<file path="src/rtl/note_if.sv">
// Bundle of game-side signals between the note scheduler and its driver.
// The master drives spawn requests, frame ticks and fret buttons; the slave reports lane state.
interface note_if;
  logic        frame_tick;
  logic        spawn_valid;
  logic [2:0]  spawn_lane;
  logic        spawn_ready;
  logic [4:0]  strum;
  logic [4:0]  lane_active;
  logic [9:0]  x_pos_0;
  logic [9:0]  x_pos_1;
  logic [9:0]  x_pos_2;
  logic [9:0]  x_pos_3;
  logic [9:0]  x_pos_4;
  logic [9:0]  y_pos_0;
  logic [9:0]  y_pos_1;
  logic [9:0]  y_pos_2;
  logic [9:0]  y_pos_3;
  logic [9:0]  y_pos_4;
  logic [4:0]  hit_pulse;
  logic [4:0]  miss_pulse;
  logic [15:0] score;
  logic [7:0]  streak;

  modport master (
    output frame_tick, spawn_valid, spawn_lane, strum,
    input  spawn_ready, lane_active,
    input  x_pos_0, x_pos_1, x_pos_2, x_pos_3, x_pos_4,
    input  y_pos_0, y_pos_1, y_pos_2, y_pos_3, y_pos_4,
    input  hit_pulse, miss_pulse, score, streak
  );

  modport slave (
    input  frame_tick, spawn_valid, spawn_lane, strum,
    output spawn_ready, lane_active,
    output x_pos_0, x_pos_1, x_pos_2, x_pos_3, x_pos_4,
    output y_pos_0, y_pos_1, y_pos_2, y_pos_3, y_pos_4,
    output hit_pulse, miss_pulse, score, streak
  );
endinterface

</file>
<file path="src/rtl/note_scheduler.sv">
// Five-lane falling-note scheduler: spawns notes, moves them per frame, scores strums and misses.
// Optional streak multiplier is enabled by defining NOTE_STREAK_EN.
module note_scheduler #(
  parameter int SPEED     = 2,
  parameter int HIT_Y_MIN = 390,
  parameter int HIT_Y_MAX = 440,
  parameter int MISS_Y    = 480
) (
  input logic  clk,
  input logic  rst_n,
  note_if.slave bus
);

  typedef enum logic {IDLE = 1'b0, FALL = 1'b1} lane_state_e;

  lane_state_e state_q [5];
  lane_state_e state_d [5];
  logic [9:0]  y_q     [5];
  logic [9:0]  y_d     [5];
  logic [10:0] y_next  [5];
  logic [4:0]  strum_q, strum_d;
  logic [4:0]  strum_edge;
  logic [4:0]  hit_q, hit_d;
  logic [4:0]  miss_q, miss_d;
  logic [15:0] score_q, score_d;
  logic [16:0] score_sum;
  logic [2:0]  hit_count;
  logic [4:0]  gain;

  // Lane FSMs. Priority per lane: hit (pre-move y), then frame move/miss, then spawn.
  always_comb begin
    strum_d    = bus.strum;
    strum_edge = bus.strum & ~strum_q;
    hit_d      = '0;
    miss_d     = '0;
    for (int i = 0; i < 5; i++) begin
      state_d[i] = state_q[i];
      y_d[i]     = y_q[i];
      y_next[i]  = {1'b0, y_q[i]} + 11'(SPEED);
      if (state_q[i] == FALL) begin
        if (strum_edge[i] && (y_q[i] >= 10'(HIT_Y_MIN)) && (y_q[i] <= 10'(HIT_Y_MAX))) begin
          state_d[i] = IDLE;
          y_d[i]     = '0;
          hit_d[i]   = 1'b1;
        end else if (bus.frame_tick) begin
          if (y_next[i] > 11'(MISS_Y)) begin
            state_d[i] = IDLE;
            y_d[i]     = '0;
            miss_d[i]  = 1'b1;
          end else begin
            y_d[i] = y_next[i][9:0];
          end
        end
      end else if (bus.spawn_valid && (bus.spawn_lane == 3'(i))) begin
        state_d[i] = FALL;
        y_d[i]     = '0;
      end
    end
  end

  // Spawn handshake: a note launches on a cycle where spawn_valid and spawn_ready are both high;
  // spawn_ready depends only on reset and the addressed lane being idle, never on spawn_valid.
  always_comb begin
    bus.spawn_ready = 1'b0;
    for (int i = 0; i < 5; i++) begin
      if ((bus.spawn_lane == 3'(i)) && (state_q[i] == IDLE)) begin
        bus.spawn_ready = rst_n;
      end
    end
  end

  always_comb begin
    hit_count = '0;
    for (int i = 0; i < 5; i++) begin
      hit_count = hit_count + 3'(hit_d[i]);
    end
  end

`ifdef NOTE_STREAK_EN
  logic [7:0] streak_q, streak_d;
  logic [8:0] streak_sum;
  logic [2:0] mult;

  // Multiplier comes from the streak held before this cycle's hits.
  always_comb begin
    if (streak_q >= 8'd30)      mult = 3'd4;
    else if (streak_q >= 8'd20) mult = 3'd3;
    else if (streak_q >= 8'd10) mult = 3'd2;
    else                        mult = 3'd1;
    gain       = 5'(hit_count) * 5'(mult);
    streak_sum = {1'b0, streak_q} + 9'(hit_count);
    if (|miss_d)                   streak_d = '0;
    else if (streak_sum > 9'd255)  streak_d = 8'hFF;
    else                           streak_d = streak_sum[7:0];
  end

  always_ff @(posedge clk) begin
    if (!rst_n) streak_q <= '0;
    else        streak_q <= streak_d;
  end

  assign bus.streak = streak_q;
`else
  always_comb gain = 5'(hit_count);
  assign bus.streak = '0;
`endif

  always_comb begin
    score_sum = {1'b0, score_q} + 17'(gain);
    score_d   = score_sum[16] ? 16'hFFFF : score_sum[15:0];
  end

  always_ff @(posedge clk) begin
    if (!rst_n) begin
      for (int i = 0; i < 5; i++) begin
        state_q[i] <= IDLE;
        y_q[i]     <= '0;
      end
      strum_q <= '0;
      hit_q   <= '0;
      miss_q  <= '0;
      score_q <= '0;
    end else begin
      for (int i = 0; i < 5; i++) begin
        state_q[i] <= state_d[i];
        y_q[i]     <= y_d[i];
      end
      strum_q <= strum_d;
      hit_q   <= hit_d;
      miss_q  <= miss_d;
      score_q <= score_d;
    end
  end

  always_comb begin
    for (int i = 0; i < 5; i++) begin
      bus.lane_active[i] = (state_q[i] == FALL);
    end
  end

  assign bus.x_pos_0    = 10'd150;
  assign bus.x_pos_1    = 10'd225;
  assign bus.x_pos_2    = 10'd300;
  assign bus.x_pos_3    = 10'd375;
  assign bus.x_pos_4    = 10'd450;
  assign bus.y_pos_0    = y_q[0];
  assign bus.y_pos_1    = y_q[1];
  assign bus.y_pos_2    = y_q[2];
  assign bus.y_pos_3    = y_q[3];
  assign bus.y_pos_4    = y_q[4];
  assign bus.hit_pulse  = hit_q;
  assign bus.miss_pulse = miss_q;
  assign bus.score      = score_q;

endmodule

</file>
<file path="src/flat_wrapper.sv">
// flat-port wrapper written by rule: the top's interface ports become plain ports
module note_scheduler_flat 
#(
  parameter int SPEED     = 2,
  parameter int HIT_Y_MIN = 390,
  parameter int HIT_Y_MAX = 440,
  parameter int MISS_Y    = 480
)
  (clk, rst_n, bus_frame_tick, bus_spawn_valid, bus_spawn_lane, bus_strum, bus_spawn_ready, bus_lane_active, bus_x_pos_0, bus_x_pos_1, bus_x_pos_2, bus_x_pos_3, bus_x_pos_4, bus_y_pos_0, bus_y_pos_1, bus_y_pos_2, bus_y_pos_3, bus_y_pos_4, bus_hit_pulse, bus_miss_pulse, bus_score, bus_streak);
  note_if bus_i ();
  input logic clk;
  input logic rst_n;
  input wire logic [$bits(bus_i.frame_tick)-1:0] bus_frame_tick;
  input wire logic [$bits(bus_i.spawn_valid)-1:0] bus_spawn_valid;
  input wire logic [$bits(bus_i.spawn_lane)-1:0] bus_spawn_lane;
  input wire logic [$bits(bus_i.strum)-1:0] bus_strum;
  output wire logic [$bits(bus_i.spawn_ready)-1:0] bus_spawn_ready;
  output wire logic [$bits(bus_i.lane_active)-1:0] bus_lane_active;
  output wire logic [$bits(bus_i.x_pos_0)-1:0] bus_x_pos_0;
  output wire logic [$bits(bus_i.x_pos_1)-1:0] bus_x_pos_1;
  output wire logic [$bits(bus_i.x_pos_2)-1:0] bus_x_pos_2;
  output wire logic [$bits(bus_i.x_pos_3)-1:0] bus_x_pos_3;
  output wire logic [$bits(bus_i.x_pos_4)-1:0] bus_x_pos_4;
  output wire logic [$bits(bus_i.y_pos_0)-1:0] bus_y_pos_0;
  output wire logic [$bits(bus_i.y_pos_1)-1:0] bus_y_pos_1;
  output wire logic [$bits(bus_i.y_pos_2)-1:0] bus_y_pos_2;
  output wire logic [$bits(bus_i.y_pos_3)-1:0] bus_y_pos_3;
  output wire logic [$bits(bus_i.y_pos_4)-1:0] bus_y_pos_4;
  output wire logic [$bits(bus_i.hit_pulse)-1:0] bus_hit_pulse;
  output wire logic [$bits(bus_i.miss_pulse)-1:0] bus_miss_pulse;
  output wire logic [$bits(bus_i.score)-1:0] bus_score;
  output wire logic [$bits(bus_i.streak)-1:0] bus_streak;
  assign bus_i.frame_tick = bus_frame_tick;
  assign bus_i.spawn_valid = bus_spawn_valid;
  assign bus_i.spawn_lane = bus_spawn_lane;
  assign bus_i.strum = bus_strum;
  assign bus_spawn_ready = bus_i.spawn_ready;
  assign bus_lane_active = bus_i.lane_active;
  assign bus_x_pos_0 = bus_i.x_pos_0;
  assign bus_x_pos_1 = bus_i.x_pos_1;
  assign bus_x_pos_2 = bus_i.x_pos_2;
  assign bus_x_pos_3 = bus_i.x_pos_3;
  assign bus_x_pos_4 = bus_i.x_pos_4;
  assign bus_y_pos_0 = bus_i.y_pos_0;
  assign bus_y_pos_1 = bus_i.y_pos_1;
  assign bus_y_pos_2 = bus_i.y_pos_2;
  assign bus_y_pos_3 = bus_i.y_pos_3;
  assign bus_y_pos_4 = bus_i.y_pos_4;
  assign bus_hit_pulse = bus_i.hit_pulse;
  assign bus_miss_pulse = bus_i.miss_pulse;
  assign bus_score = bus_i.score;
  assign bus_streak = bus_i.streak;
  note_scheduler #(.SPEED(SPEED), .HIT_Y_MIN(HIT_Y_MIN), .HIT_Y_MAX(HIT_Y_MAX), .MISS_Y(MISS_Y)) u_core (.clk(clk), .rst_n(rst_n), .bus(bus_i));
endmodule
</file>
<file path="config.mk">
export PLATFORM = sky130hd
export DESIGN_NAME = note_scheduler_flat
export DESIGN_NICKNAME = d
export VERILOG_FILES = /design/src/rtl/note_if.sv /design/src/rtl/note_scheduler.sv /design/src/flat_wrapper.sv
export SDC_FILE = /design/constraint.sdc
export NUM_CORES = 1
export LEC_CHECK = 0
export BUFFER_PORTS_ARGS = -buffer_cell sky130_fd_sc_hd__buf_2
export CORE_MARGIN = 2
export CORE_UTILIZATION = 45
export DETAILED_ROUTE_END_ITERATION = 16
export GPL_TIMING_DRIVEN = 0
export PLACE_DENSITY = 0.71
export SYNTH_ARGS = -nofsm -noshare
export SYNTH_HDL_FRONTEND = slang
export SYNTH_SLANG_ARGS = --single-unit
</file>
<file path="constraint.sdc">
create_clock -name clk -period 5.56 [get_ports clk]
set_clock_uncertainty 0.05 [all_clocks]
set_input_delay 1.112 -clock clk [delete_from_list [all_inputs] [get_ports clk]]
set_output_delay 1.112 -clock clk [all_outputs]
set_load 0.02 [all_outputs]
</file>
==> flow_summary.yaml, run 1 <==
grt:
  grt_first_pass_wirelength_um: 19930
  grt_use_met2_pct: 33.86
  grt_max_degree: 15
  grt_pass1_vias: 4417
  globalRoute.busiestLayer: "met2"
  globalRouteMet1Util_pct: 26.08
  grt_util_met3_pct: 3.972
  grt_remaining_overflow: 0
  antenna_violations_before_repair: 2
  grtUsageTotal_pct: 20.93
clock_tree:
  cts_hold_repair.buffers: 0
  cts_buffers: 9
  insertion_delay_ps: 370
  root_buffer: "clkbuf_8"
  clock_tree.buffer_depth: 2
  clock_pin_slew_on_the_worst_setup_and_hold_paths_ps: 80
  cts_sinks: 81
  h_tree_depth: 3
  cts_tree: "yes"
synth:
  compound_gate_fraction_of_synth_area_pct: 18.52
  synth_top_cell_area_share_pct: 32.30
  yosysSeqAreaShare_pct: 32.30
  synth-seq-cells: 81
  combinational_family_with_the_most_area_after_synthesis: "simple AND/OR/NAND/NOR gates"
  post_synth_and_or_nand_nor_area_fraction_pct: 24.23
  synth.top_cells.by_area: "dfxtp_1 32%, buf_4 9.4%, nand2_1 4.4%, ha_1 3.7%, a21oi_1 3.6%"
  muxShareOfSynthArea_pct: 1.645
  yosys.area.top_type: "dfxtp_1"
  synth_enable_flop_cells: 0
  synthArstFlopShare_pct: 0
  yosysWarningCount: 0
  mappedNetlistArea_um2: 5020
  synthCells: 624
  mean_syn_cell_area_um2: 8.045
  synth_adder_area_share_pct: 4.935
  postSynth.topFlopCell: "dfxtp_1"
  yosys.cell_types.count: 69
  synthXorXnorAreaFrac_pct: 4.187
final_layout:
  post-route-cell-area_um2: 6097
  n_fill_cell: 1015
  multi_input_comb_area_um2: 2928
  finish.net_count: 813
  post_route_cells_drive_above_1_share_pct: 24.87
  layout.area.seq_um2: 1622
  finish.cell_count_without_fillers: 930
  areaGrowthSynthToFinish_pct: 21.46
  layout.core_utilization_pct: 56.24
setup_path:
  timing.critical_path.from_type: "primary input"
  critical_path.max_fanout: 10
  critical_path.top_delay_family: "adder cells"
  setup.worst_path.class: "in2reg"
  critical_path_required_ps: 5800
  critical-path-slowest-cell: "fa_1"
  critical-path-max-stage-delay_ps: 530
  critPathCaptureType: "flop"
  crit_path_cell_trace: "buf_2 > or4b_1 > nor3_2 > nand2_1 > nor2_1 > ha_1 > inv_1 > fa_1 > inv_1 > ha_1 > fa_1 > inv_1 > fa_1 > nor2b_1 > o21bai_1 > or3_1 > clkbuf_1 > clkbuf_1 > a21oi_1"
  cp.buffers_inverters: 6
  crit_path_dat_ps: 5460
outcome:
  status: "finished clean"
floorplan:
  die_h_um: 109.6
  row_count: 38
  core_area_um2: 10840
  die_w_um: 109.6
  floorplan.io_pins: 152
  initial_core_util_pct: 46.31
  dieArea_um2: 12020
sta:
  final.period_utilization_pct: 93.83
  timing_max_transition_violations_final: 0
  rsz0062_at_grt: "false"
  max_slew.worst_pin.slew_ps: 681.2
  period_needed_ps: 5217
  timing.slew.headroom_pct: 54.59
  report.final.setup_viol: 0
  endpoints_failing_hold: 0
  max_freq_ghz: 0.1917
  setup-tns-final_ps: 0
drt:
  ant_nets: 0
  number_of_search_and_repair_iterations_in_the_first_detailed_routing_pass: 5
  route.detailed.drc: 0
  first_iter_violations: 230
  detailroute.via_count: 4766
  detail_route.wl_per_cell_um: 13.28
  drt-vias-per-instance: 5.125
  route.final.wire_length_um: 12350
placement:
  gp_congestion: 0.9094
  placed_cell_area_um2: 5859
  placed_cells_incl_taps: 912
  io_buffer_count: 87
  dp_hpwl_um: 9278
power:
  power_leakage_nw: 2.762
  total_power_consumption_of_the_routed_design_mw: 1.212
  pwr_density_cell_nw_per_um2: 198.8
  ir_worst_vdd_uv: 98.51
run:
  drv_cap: 0
worst_hold_path:
  worstHoldPathType: "reg2reg"
## cell usage in the layout, fill, tap and decap left out, types with 4 or more instances in the layout
cell,instances
a21o_1,12
o2bb2ai_1,5
nand2_1,59
mux2i_1,6
o21ai_0,21
buf_2,93
and3_1,8
nand4_1,9
clkbuf_8,10
o211ai_1,8
and2_1,13
a31oi_1,4
clkbuf_1,16
nor2_1,45
nor3_1,22
o21a_1,4
inv_1,31
ha_1,15
o2111ai_1,4
nor2b_1,8
xor2_1,11
dfxtp_1,81
a21oi_1,36
or2_2,6
xnor2_1,13
buf_4,63
conb_1,63
a32oi_1,4
nand3_1,34
or3_1,8
## registers in the layout, indices dropped and copies added, names as in the netlist
register and flops:
u_core.y_q 45, u_core.bus.score 16, u_core.bus.hit_pulse 5, u_core.bus.miss_pulse 5, u_core.state_q 5, u_core.strum_q 5
## cell families after synthesis
group / after synthesis
simple gates: 239
compound gates: 132
buf+inv: 120
flops: 81
xor+xnor: 24
fa+ha+maj: 18
mux: 8
other cells: 2
## path summary, 6_finish.rpt
| path | cells past startpoint | end | slack (ps) | from |
|---|---|---|---|---|
| setup / recovery | 19 | u_core.bus.score[10] | 340 | bus_strum[0] |
| hold / removal | 1 | u_core.y_q[0][9] | 480 | u_core.y_q[0][9] |
| setup reg to reg | 19 | u_core.bus.score[10] | 550 | u_core.y_q[0][11] |
| hold reg to reg | 1 | u_core.y_q[0][9] | 480 | u_core.y_q[0][9] |
## cells in the mapped netlist, drive strengths merged, types with 5 or more instances
master / number
nor2: 45
inv: 31
a2111oi: 5
nand4: 9
o21ai: 21
buf: 70
dfxtp: 81
nand3: 35
xor2: 11
ha: 15
clkbuf: 18
nand2: 59
mux2i: 6
nor2b: 8
or3: 8
and2: 13
or2: 7
xnor2: 13
a21oi: 36
o211ai: 9
and3: 8
o2bb2ai: 5
nor3: 23
a21o: 12
## layout make-up
| cell class | count | share of cell area, % |
|---|---|---|
| well taps | 140 | 2.873 |
| flip-flops and latches | 81 | 26.60 |
| plain buffers | 88 | 9.583 |
| inverters | 32 | 1.970 |
| clock buffers | 10 | 2.257 |
| clock inverters | 6 | 1.478 |
| multi-input cells | 484 | 48.02 |
| repair buffers | 87 | 7.141 |
| diodes | 2 | 0.08208 |
## power breakdown
group,internal (mW),switching [mW]
sequential,0.584,0.00424
clock,0.267,0.230
combinational,0.0471,0.0800
## metal layers
metal | wire length, um | part of all wire, %
met3 | 742 | 6.0
met5 | 0 | 0
met1 | 5315 | 43
met2 | 5911 | 48
met4 | 382 | 3.1
## what timing repair did
action,4_1_cts,5_1_grt
gates resized for setup,0,1
endpoints found under the setup margin,0,9
buffers inserted,0,0
## stage by stage
stage / hold slack, ps / setup slack [ps]
floorplan: 525.2 / 550.8
finish: 475.6 / 342.8
global placement: 455.1 / -17.46
global route: 506.4 / 134.2
CTS: 478.2 / 271.4
detailed placement: 465.1 / -100.2
(Power assumes the default switching activity.)
==> inputs of run 2 (changes only) <==
==> constraint.sdc (replaced) <==
create_clock -name clk -period 5.56 [get_ports clk]
set_clock_uncertainty 0.05 [all_clocks]
set_input_delay 0.278 -clock clk [delete_from_list [all_inputs] [get_ports clk]]
set_output_delay 0.278 -clock clk [all_outputs]
set_load 0.005 [all_outputs]
==> run 2 against run 1 <==
Against the previous run:
- combinational power shrank 26%
- first-iteration DRC count shrank 7.8%
- final area is essentially flat
- final cell count is the same
- clock power is essentially flat
- critical path type is now reg2reg
- die area is the same
- routed wire length shrank 0.11%
- maximum frequency grew 4.2%
- power shrank 2.7%
- non-clock buffer count is the same
==> flow_summary.yaml, run 2 (synthesis results as in run 1) <==
sta:
  report.final.setup_viol: 0
  final.period_utilization_pct: 90.09
  postLayoutSetupSlackWorst_ps: 551.0
  timing_max_transition_violations_final: 0
  max_slew.worst_pin.slew_ps: 681.1
  setup-tns-final_ps: 0
  endpoints_failing_hold: 0
  max_freq_ghz: 0.1996
  period_needed_ps: 5009
  rsz0062_at_grt: "false"
  timing.slew.headroom_pct: 54.60
clock_tree:
  clock_pin_slew_on_the_worst_setup_and_hold_paths_ps: 90
  cts_setup_buffers: 0
  cts_sinks: 81
  h_tree_depth: 3
  root_buffer: "clkbuf_8"
  cts_tree: "yes"
  cts_buffers: 9
  cts.repair.resized: 0
  clock_tree.buffer_depth: 2
  insertion_delay_ps: 370
  cts_hold_repair.buffers: 0
drt:
  drt-vias-per-instance: 5.112
  route.detailed.drc: 0
  route.final.wire_length_um: 12340
  first_iter_violations: 212
  number_of_search_and_repair_iterations_in_the_first_detailed_routing_pass: 5
  ant_nets: 0
  detailroute.via_count: 4754
  detail_route.wl_per_cell_um: 13.27
power:
  p_int_mw: 0.8957
  comb_power_share_pct: 8.0
  clockPowerShare_pct: 42.1
  seq_power_share_pct: 49.8
  switching_power_as_a_share_of_total_power_pct: 24.07
  power_leakage_nw: 2.762
  ir_worst_vdd_uv: 98.64
  switching_power_mw: 0.2839
  pwr_density_cell_nw_per_um2: 193.6
setup_path:
  setup.worst_path.class: "reg2reg"
  critical_path.max_fanout: 10
  cp.buffers_inverters: 7
  critical_path.top_delay_family: "adder cells"
  critical-path-max-stage-delay_ps: 530
  crit_path_cell_trace: "clkbuf_1 > inv_1 > ha_1 > o22a_1 > and3_1 > ha_1 > inv_1 > fa_1 > inv_1 > ha_1 > fa_1 > inv_1 > fa_1 > nor2b_1 > o21bai_1 > or3_1 > clkbuf_1 > clkbuf_1 > a21oi_1"
  critPathCaptureType: "flop"
  timing.critical_path.from_type: "flop"
  crit_path_dat_ps: 5250
  cp_common_cell: "inv_1"
  critical_path_required_ps: 5800
  critical-path-slowest-cell: "fa_1"
final_layout:
  n_fill_cell: 1015
  most-common-layout-cells: "93 x buf_2, 81 x dfxtp_1, 63 x buf_4, 63 x conb_1, 59 x nand2_1"
  final_common_cell: "buf_2"
  max_flop_register: "u_core.y_q"
  post_route_cells_drive_above_1_share_pct: 24.75
  areaGrowthSynthToFinish_pct: 21.36
  largest_reg_flops: 45
  finish.net_count: 813
placement:
  preCtsSetupSlack_ps: 619.7
  io_buffer_count: 87
  dp_hpwl_um: 9278
  gp_congestion: 0.9094
grt:
  antenna_violations_before_repair: 2
  grt_max_degree: 15
  grt_remaining_overflow: 0
  grtUsageTotal_pct: 20.93
  grt_pass1_vias: 4417
  grt_first_pass_wirelength_um: 19930
worst_hold_path:
  worstHoldPathType: "in2reg"
floorplan:
  initial_core_util_pct: 46.31
  core_area_um2: 10840
  floorplan.io_pins: 152
  row_count: 38
  die_h_um: 109.6
  dieArea_um2: 12020
  die_w_um: 109.6
outcome:
  status: "finished clean"
run:
  drv_cap: 0
==> run 2: worst register-to-register path, cell delays in order, from the launching register on <==
cell	delay, ps
dfxtp_1	370
clkbuf_1	280
inv_1	110
ha_1	220
o22a_1	260
and3_1	200
ha_1	270
inv_1	50
fa_1	530
inv_1	40
ha_1	190
fa_1	500
inv_1	60
fa_1	420
nor2b_1	250
o21bai_1	130
or3_1	370
clkbuf_1	160
clkbuf_1	270
a21oi_1	190
==> run 2: metrics by stage <==
| stage | util, % | cell area, um^2 | instances | power (mW) | hold slack (ps) |
|---|---|---|---|---|---|
| global placement | 54.05 | 5859 | 912 | 0.6926 | 443.1 |
| detailed placement | 54.05 | 5859 | 912 | 0.6938 | 442.4 |
| CTS | 56.15 | 6087 | 928 | 1.186 | 60.99 |
| finish | 56.20 | 6092 | 930 | 1.180 | 69.37 |
| floorplan | - | 5249 | 685 | 0.6724 | 349.7 |
| global route | 56.20 | 6092 | 930 | 1.225 | 72.08 |
==> run 2: area by class of cell <==
type                       instances  area [um^2]  area share, %
tap                              140        175.2          2.875
antenna                            2        5.005        0.08215
clock inverter                     6        90.09          1.479
multi-input combinational        484         2923          47.98
inverter                          32        120.1          1.972
buffer                            88        584.3          9.591
timing repair buffer              87        435.4          7.147
clock buffer                      10        137.6          2.259
sequential                        81         1622          26.62
==> run 2: power groups by stage <==
stage	Combinational (mW)	Clock, mW	Sequential [mW]
finish	0.0945	0.497	0.588
global route	0.107	0.529	0.589
CTS	0.0924	0.506	0.588
detailed placement	0.0922	0	0.602
global placement	0.0913	0	0.601
floorplan	0.0715	0	0.601
==> run 2: worst paths after layout <==
| kind | startpoint | end | slack (ps) | depth (start not counted) |
|---|---|---|---|---|
| max reg2reg | u_core.y_q[0][11] | u_core.bus.score[10] | 550 | 19 |
| min reg2reg | u_core.y_q[0][9] | u_core.y_q[0][9] | 480 | 1 |
| min | bus_strum[2] | u_core.strum_q[2] | 70 | 2 |
| max | u_core.y_q[0][11] | u_core.bus.score[10] | 550 | 19 |
==> run 2: metal layers <==
metal | track usage, % | wire (um)
met1 | 26.08 | 5307
met2 | 33.86 | 5896
met3 | 3.972 | 735
met4 | 11.75 | 400
met5 | 0 | 0
